**src/rtl/apb_cmd_sequencer.sv**
```systemverilog
// apb_cmd_sequencer: buffers host read/write commands in a small FIFO and
// issues them one at a time to the APB master's system interface. Each
// command produces exactly one response (data or error) on a valid/ready port.
module apb_cmd_sequencer #(
    parameter int CMD_DEPTH = 4,
    parameter int WD_LIMIT  = 64
) (
    input  logic                       apb_clk,
    input  logic                       sys_reset,
    input  logic                       cmd_valid,
    output logic                       cmd_ready,
    input  logic [7:0]                 cmd_addr,
    input  logic [31:0]                cmd_wdata,
    input  logic                       cmd_write,
    output logic                       rsp_valid,
    input  logic                       rsp_ready,
    output logic [31:0]                rsp_rdata,
    output logic                       rsp_err,
    output logic                       rsp_write,
    output logic [$clog2(CMD_DEPTH):0] cmd_level,
    output logic [7:0]                 err_count,
    output logic                       busy,
    output logic [7:0]                 m_addr,
    output logic [31:0]                m_data,
    output logic                       m_data_dir,
    output logic                       m_data_valid,
    input  logic [31:0]                m_read_out_data,
    input  logic                       m_transaction_done,
    input  logic                       m_tranerr
);

    localparam int AW  = $clog2(CMD_DEPTH);
    localparam int WDW = $clog2(WD_LIMIT + 1);
    localparam logic [AW:0]    LEVEL_FULL = (AW + 1)'(CMD_DEPTH);
    localparam logic [WDW-1:0] WD_LAST    = WDW'(WD_LIMIT - 1);

    typedef enum logic [1:0] {
        S_IDLE  = 2'd0,
        S_ISSUE = 2'd1,
        S_WAIT  = 2'd2,
        S_RESP  = 2'd3
    } state_t;

    state_t r_state;
    state_t w_next;

    logic [7:0]  r_fifo_addr  [CMD_DEPTH];
    logic [31:0] r_fifo_wdata [CMD_DEPTH];
    logic        r_fifo_write [CMD_DEPTH];
    logic [AW-1:0] r_wr_ptr;
    logic [AW-1:0] r_rd_ptr;
    logic [AW:0]   r_level;

    logic [7:0]  r_m_addr;
    logic [31:0] r_m_data;
    logic        r_m_dir;

    logic [WDW-1:0] r_wd;
    logic        r_rsp_valid;
    logic [31:0] r_rsp_rdata;
    logic        r_rsp_err;
    logic        r_rsp_write;
    logic [7:0]  r_err_count;

    logic w_push;
    logic w_pop;
    logic w_exit;
    logic w_fifo_empty;

    assign w_fifo_empty = (r_level == '0);
    assign cmd_ready    = (r_level != LEVEL_FULL);
    assign w_push       = cmd_valid && cmd_ready;

    // Next-state and pop/exit decode; done outranks tranerr, which outranks the watchdog.
    always_comb begin
        w_next = r_state;
        w_pop  = 1'b0;
        w_exit = 1'b0;
        case (r_state)
            S_IDLE: begin
                if (!w_fifo_empty) begin
                    w_pop  = 1'b1;
                    w_next = S_ISSUE;
                end
            end
            S_ISSUE: w_next = S_WAIT;
            S_WAIT: begin
                if (m_transaction_done || m_tranerr || (r_wd == WD_LAST)) begin
                    w_exit = 1'b1;
                    w_next = S_RESP;
                end
            end
            S_RESP: begin
                if (r_rsp_valid && rsp_ready) begin
                    w_next = S_IDLE;
                end
            end
            default: w_next = S_IDLE;
        endcase
    end

    // State register.
    always_ff @(posedge apb_clk or negedge sys_reset) begin
        if (!sys_reset) begin
            r_state <= S_IDLE;
        end else begin
            r_state <= w_next;
        end
    end

    // FIFO storage; contents are only meaningful below the occupancy count, so no reset.
    always_ff @(posedge apb_clk) begin
        if (w_push) begin
            r_fifo_addr[r_wr_ptr]  <= cmd_addr;
            r_fifo_wdata[r_wr_ptr] <= cmd_wdata;
            r_fifo_write[r_wr_ptr] <= cmd_write;
        end
    end

    // FIFO pointers and occupancy; a simultaneous push and pop leaves the level unchanged.
    always_ff @(posedge apb_clk or negedge sys_reset) begin
        if (!sys_reset) begin
            r_wr_ptr <= '0;
            r_rd_ptr <= '0;
            r_level  <= '0;
        end else begin
            if (w_push) begin
                r_wr_ptr <= r_wr_ptr + 1'b1;
            end
            if (w_pop) begin
                r_rd_ptr <= r_rd_ptr + 1'b1;
            end
            if (w_push && !w_pop) begin
                r_level <= r_level + 1'b1;
            end else if (w_pop && !w_push) begin
                r_level <= r_level - 1'b1;
            end
        end
    end

    // Master holding registers, loaded on pop and stable until the next pop.
    always_ff @(posedge apb_clk or negedge sys_reset) begin
        if (!sys_reset) begin
            r_m_addr <= '0;
            r_m_data <= '0;
            r_m_dir  <= 1'b0;
        end else if (w_pop) begin
            r_m_addr <= r_fifo_addr[r_rd_ptr];
            r_m_data <= r_fifo_write[r_rd_ptr] ? r_fifo_wdata[r_rd_ptr] : 32'd0;
            r_m_dir  <= r_fifo_write[r_rd_ptr];
        end
    end

    // Watchdog counts WAIT cycles; it sits at zero in every other state.
    always_ff @(posedge apb_clk or negedge sys_reset) begin
        if (!sys_reset) begin
            r_wd <= '0;
        end else if (r_state == S_WAIT) begin
            r_wd <= r_wd + 1'b1;
        end else begin
            r_wd <= '0;
        end
    end

    // Response capture on WAIT exit; held until the host handshake.
    always_ff @(posedge apb_clk or negedge sys_reset) begin
        if (!sys_reset) begin
            r_rsp_valid <= 1'b0;
            r_rsp_rdata <= '0;
            r_rsp_err   <= 1'b0;
            r_rsp_write <= 1'b0;
        end else if (w_exit) begin
            r_rsp_valid <= 1'b1;
            r_rsp_write <= r_m_dir;
            if (m_transaction_done) begin
                r_rsp_err   <= 1'b0;
                r_rsp_rdata <= r_m_dir ? 32'd0 : m_read_out_data;
            end else begin
                r_rsp_err   <= 1'b1;
                r_rsp_rdata <= 32'd0;
            end
        end else if ((r_state == S_RESP) && rsp_ready) begin
            r_rsp_valid <= 1'b0;
        end
    end

    // Saturating count of error exits (master error or watchdog).
    always_ff @(posedge apb_clk or negedge sys_reset) begin
        if (!sys_reset) begin
            r_err_count <= '0;
        end else if (w_exit && !m_transaction_done && (r_err_count != 8'hFF)) begin
            r_err_count <= r_err_count + 1'b1;
        end
    end

    assign m_data_valid = (r_state == S_ISSUE);
    assign m_addr       = r_m_addr;
    assign m_data       = r_m_data;
    assign m_data_dir   = r_m_dir;
    assign rsp_valid    = r_rsp_valid;
    assign rsp_rdata    = r_rsp_rdata;
    assign rsp_err      = r_rsp_err;
    assign rsp_write    = r_rsp_write;
    assign cmd_level    = r_level;
    assign err_count    = r_err_count;
    assign busy         = (r_state != S_IDLE) || !w_fifo_empty;

endmodule

```
**config.mk**
```make
export PLATFORM = sky130hd
export DESIGN_NAME = apb_cmd_sequencer
export DESIGN_NICKNAME = d
export VERILOG_FILES = /design/src/rtl/apb_cmd_sequencer.sv
export SDC_FILE = /design/constraint.sdc
export NUM_CORES = 1
export LEC_CHECK = 0
export CORE_MARGIN = 3
export CORE_UTILIZATION = 53
export CTS_CLUSTER_DIAMETER = 80
export DETAILED_ROUTE_END_ITERATION = 10
export PLACE_DENSITY = 0.8
export REMOVE_ABC_BUFFERS = 1
export SETUP_SLACK_MARGIN = 0.1
export SYNTH_ARGS = -nofsm -noshare
export SYNTH_HDL_FRONTEND = slang
export SYNTH_SLANG_ARGS = --single-unit
```
**constraint.sdc**
```tcl
create_clock -name apb_clk -period 2.9 [get_ports apb_clk]
set_clock_uncertainty 0.2 [all_clocks]
set_input_delay 0.29 -clock apb_clk [delete_from_list [all_inputs] [get_ports apb_clk]]
set_output_delay 0.29 -clock apb_clk [all_outputs]
set_load 0.02 [all_outputs]
```
==> results_dict.tcl <==
set metrics [dict create \
    synth-xor-area-share 0.0125 \
    critPathRequiredTime_ns 2.41 \
    startpoint_type "flop" \
    die-area_mm2 0.0215 \
    arrival_ns 1.95 \
    core_mm2 0.0191 \
    crit_slowest_cell "clkdlybuf4s50_1" \
    routed_wl_um 21700 \
    fin_area_mm2 0.0134 \
    crit_family "buffers and inverters" \
    ant_nets 0 \
    final_common_cell "clkdlybuf4s50_1" \
    synth_cell_type_count 43 \
    rrSetupSlack_ns 0.58 \
    cp_max_fo 4 \
    diodes 0 \
    maxSlewViolCount 0 \
    cts_resized 0 \
    core.rowCount 50 \
    dieHeight_um 147 \
    layout_common_cells "clkdlybuf4s50_1, edfxtp_1, dfrtp_1, nand2_1, mux4_2" \
    drive_above_1_share 0.157 \
    grt_pass1_wl_um 35200 \
    place.port_buffers 168 \
    synthMuxAreaShare 0.103 \
    first_iter_violations 347 \
    synth_compound_gate_area_share 0.0578 \
    gp_congestion 0.841 \
    grt_pass1_vias 6442 \
    cts_sinks 264 \
    dp_hpwl_um 13700 \
    routedWlPerCell_um 20.3 \
    hold_slack_ns 0.0998 \
    syn_area_mm2 0.0105 \
    period_needed_ns 2.44 \
    drtPass1Iterations 5 \
    status "complete, no violations" \
    fin_cells 1070 \
    cts-root-buf "clkbuf_16" \
    synthSimpleGateAreaFrac 0.0683 \
    critPathBufInv 2 \
    antenna_found_initial 1 \
    drc 0 \
    cts_buffers 27 \
    slowest_delay_ns 0.62 \
    insertion_delay_ns 0.52 \
    place_ws_ns 0.466 \
    clock_path_buffers 3 \
    cts_tree "done" \
    vdd_ir_drop_max_mv 0.626 \
    nets 881 \
    h-tree-depth 1 \
    timing.final.ws_setup_ns 0.459 \
    setup_viol 0 \
    tightest_slew_ns 0.865 \
    post-route-period-util 0.842 \
    initial_core_util 0.550 \
    synth_fa_ha_area_frac 0.0150 \
    fp.dieW_um 147 \
    grt_max_degree 77 \
    dpl_cell_area_mm2 0.0125 \
    hp-class "in -> async" \
    ys_warn_count 0 \
    num_vias 5941 \
    synth-seq-cells 264 \
    cap_viol_max_count 0 \
    fmax_mhz 410 \
    path_cells "inv_1 -> ha_1 -> nand2_1 -> clkdlybuf4s50_1" \
    syn_inst 613 \
    postCtsSetupBuffers 0 \
    fillers 1209 \
    num_io_pins 169 \
    post_synth.cell_area_avg_um2 17.1 \
    relSlewSlack 0.421 \
    hold_viol 0 \
    grt-ovfl-total 0 \
    area_growth_pct 27.5 \
    placed_cells 1020 \
    ys_seq_area_frac 0.707 \
    critical_path_class "reg -> out" \
    powerDensity_mw_per_mm2 1050 \
    clkSlewWorstSetupHoldPaths_ns 0.06 \
    cp-end-kind "output port" \
    synth_top_family_by_area "multiplexers" \
    p_leak_nw 5.38 \
    grt_usage 0.203 \
    rsz0062_at_grt "no" \
    via_per_inst 5.55 \
]
## registers in the layout, indices dropped and copies added, names as in the netlist, 2 cells and up
name          cells
r_fifo_wdata    128
r_rd_ptr          2
rsp_rdata        32
r_fifo_addr      32
m_addr            8
r_state           2
r_fifo_write      4
cmd_level         3
err_count         8
m_data           32
r_wr_ptr          2
r_wd              7
## power by group
group	switching (W)	internal, W	total [W]
clock network	0.00134	0.00207	0.00342
registers	0.000546	0.00508	0.00563
logic	0.00264	0.00243	0.00507
total	0.00453	0.00959	0.0141
## synthesized netlist by cell type, drive strengths merged
| cell | count | area [um^2] |
|---|---|---|
| edfxtp | 164 | 4920 |
| dfrtp | 100 | 2500 |
| nand2 | 43 | 161 |
| mux4 | 40 | 901 |
| inv | 39 | 146 |
| o31ai | 33 | 262 |
| a21o | 32 | 244 |
| and4b | 32 | 320 |
| buf | 25 | 188 |
| mux2 | 15 | 173 |
| clkbuf | 12 | 45.0 |
| ha | 11 | 138 |
| xnor2 | 11 | 96.3 |
| and3 | 7 | 43.8 |
| nand3 | 7 | 40.0 |
| o21ai | 6 | 48.8 |
| and2 | 5 | 31.3 |
| nor2 | 4 | 15.0 |
| xor2 | 4 | 35.0 |
| nand2b | 3 | 26.3 |
| nand4 | 3 | 18.8 |
| a21boi | 2 | 15.0 |
| a21oi | 2 | 10.0 |
| a22oi | 2 | 15.0 |
| nand4b | 2 | 17.5 |
| or3 | 2 | 15.0 |
| and4 | 1 | 8.76 |
| fa | 1 | 20.0 |
| mux2i | 1 | 10.0 |
| nand3b | 1 | 7.51 |
| nor2b | 1 | 6.26 |
| nor3 | 1 | 5.00 |
| o22ai | 1 | 12.5 |
## cells by family after synthesis
group	Yosys count
compound gates	78
xor+xnor	15
fa+ha+maj	12
buf+inv	76
flops	264
mux	56
simple gates	112
## per-stage QoR
step                      total power (W)  setup TNS, ns  utilization
after floorplan                   0.00858          -9.91            -
after global placement             0.0106              0        0.655
after detailed placement           0.0109              0        0.655
after CTS                          0.0143              0        0.702
after global routing               0.0149              0        0.702
final                              0.0141              0        0.702
## cell type report
cell class,count,area (um^2),area share
Clock buffer,38,717,0.0535
Inverter,39,146,0.0109
Clock inverter,11,158,0.0118
Multi-Input combinational cell,273,2720,0.203
Timing Repair Buffer,185,1900,0.142
Sequential cell,264,7430,0.555
Tap cell,260,325,0.0243
## routing by layer
layer  up-vias  track usage  wire [um]
li1       2681            -          -
met1      3004        0.270       8890
met2       225        0.348      10800
met3        29       0.0494       1680
met4         2       0.0362        249
met5         -            0          7
## path summary, 6_finish.rpt
kind                             from      endpoint  cells past startpoint
setup / recovery           r_state[0]          busy                      4
hold / removal              sys_reset  err_count[5]                      2
setup reg to reg              r_wd[0]     rsp_write                      5
hold reg to reg            m_data[13]    m_data[13]                      2
max in group asynchronous   sys_reset   r_rd_ptr[0]                      3
min in group apb_clk        rsp_ready     rsp_valid                      4
## what timing repair did
action,4_1_cts,5_1_grt
hold buffers,1,0
hold endpoints to repair,35,0
setup endpoints to repair,0,0
No activity file was read; power rests on OpenSTA's default activity.
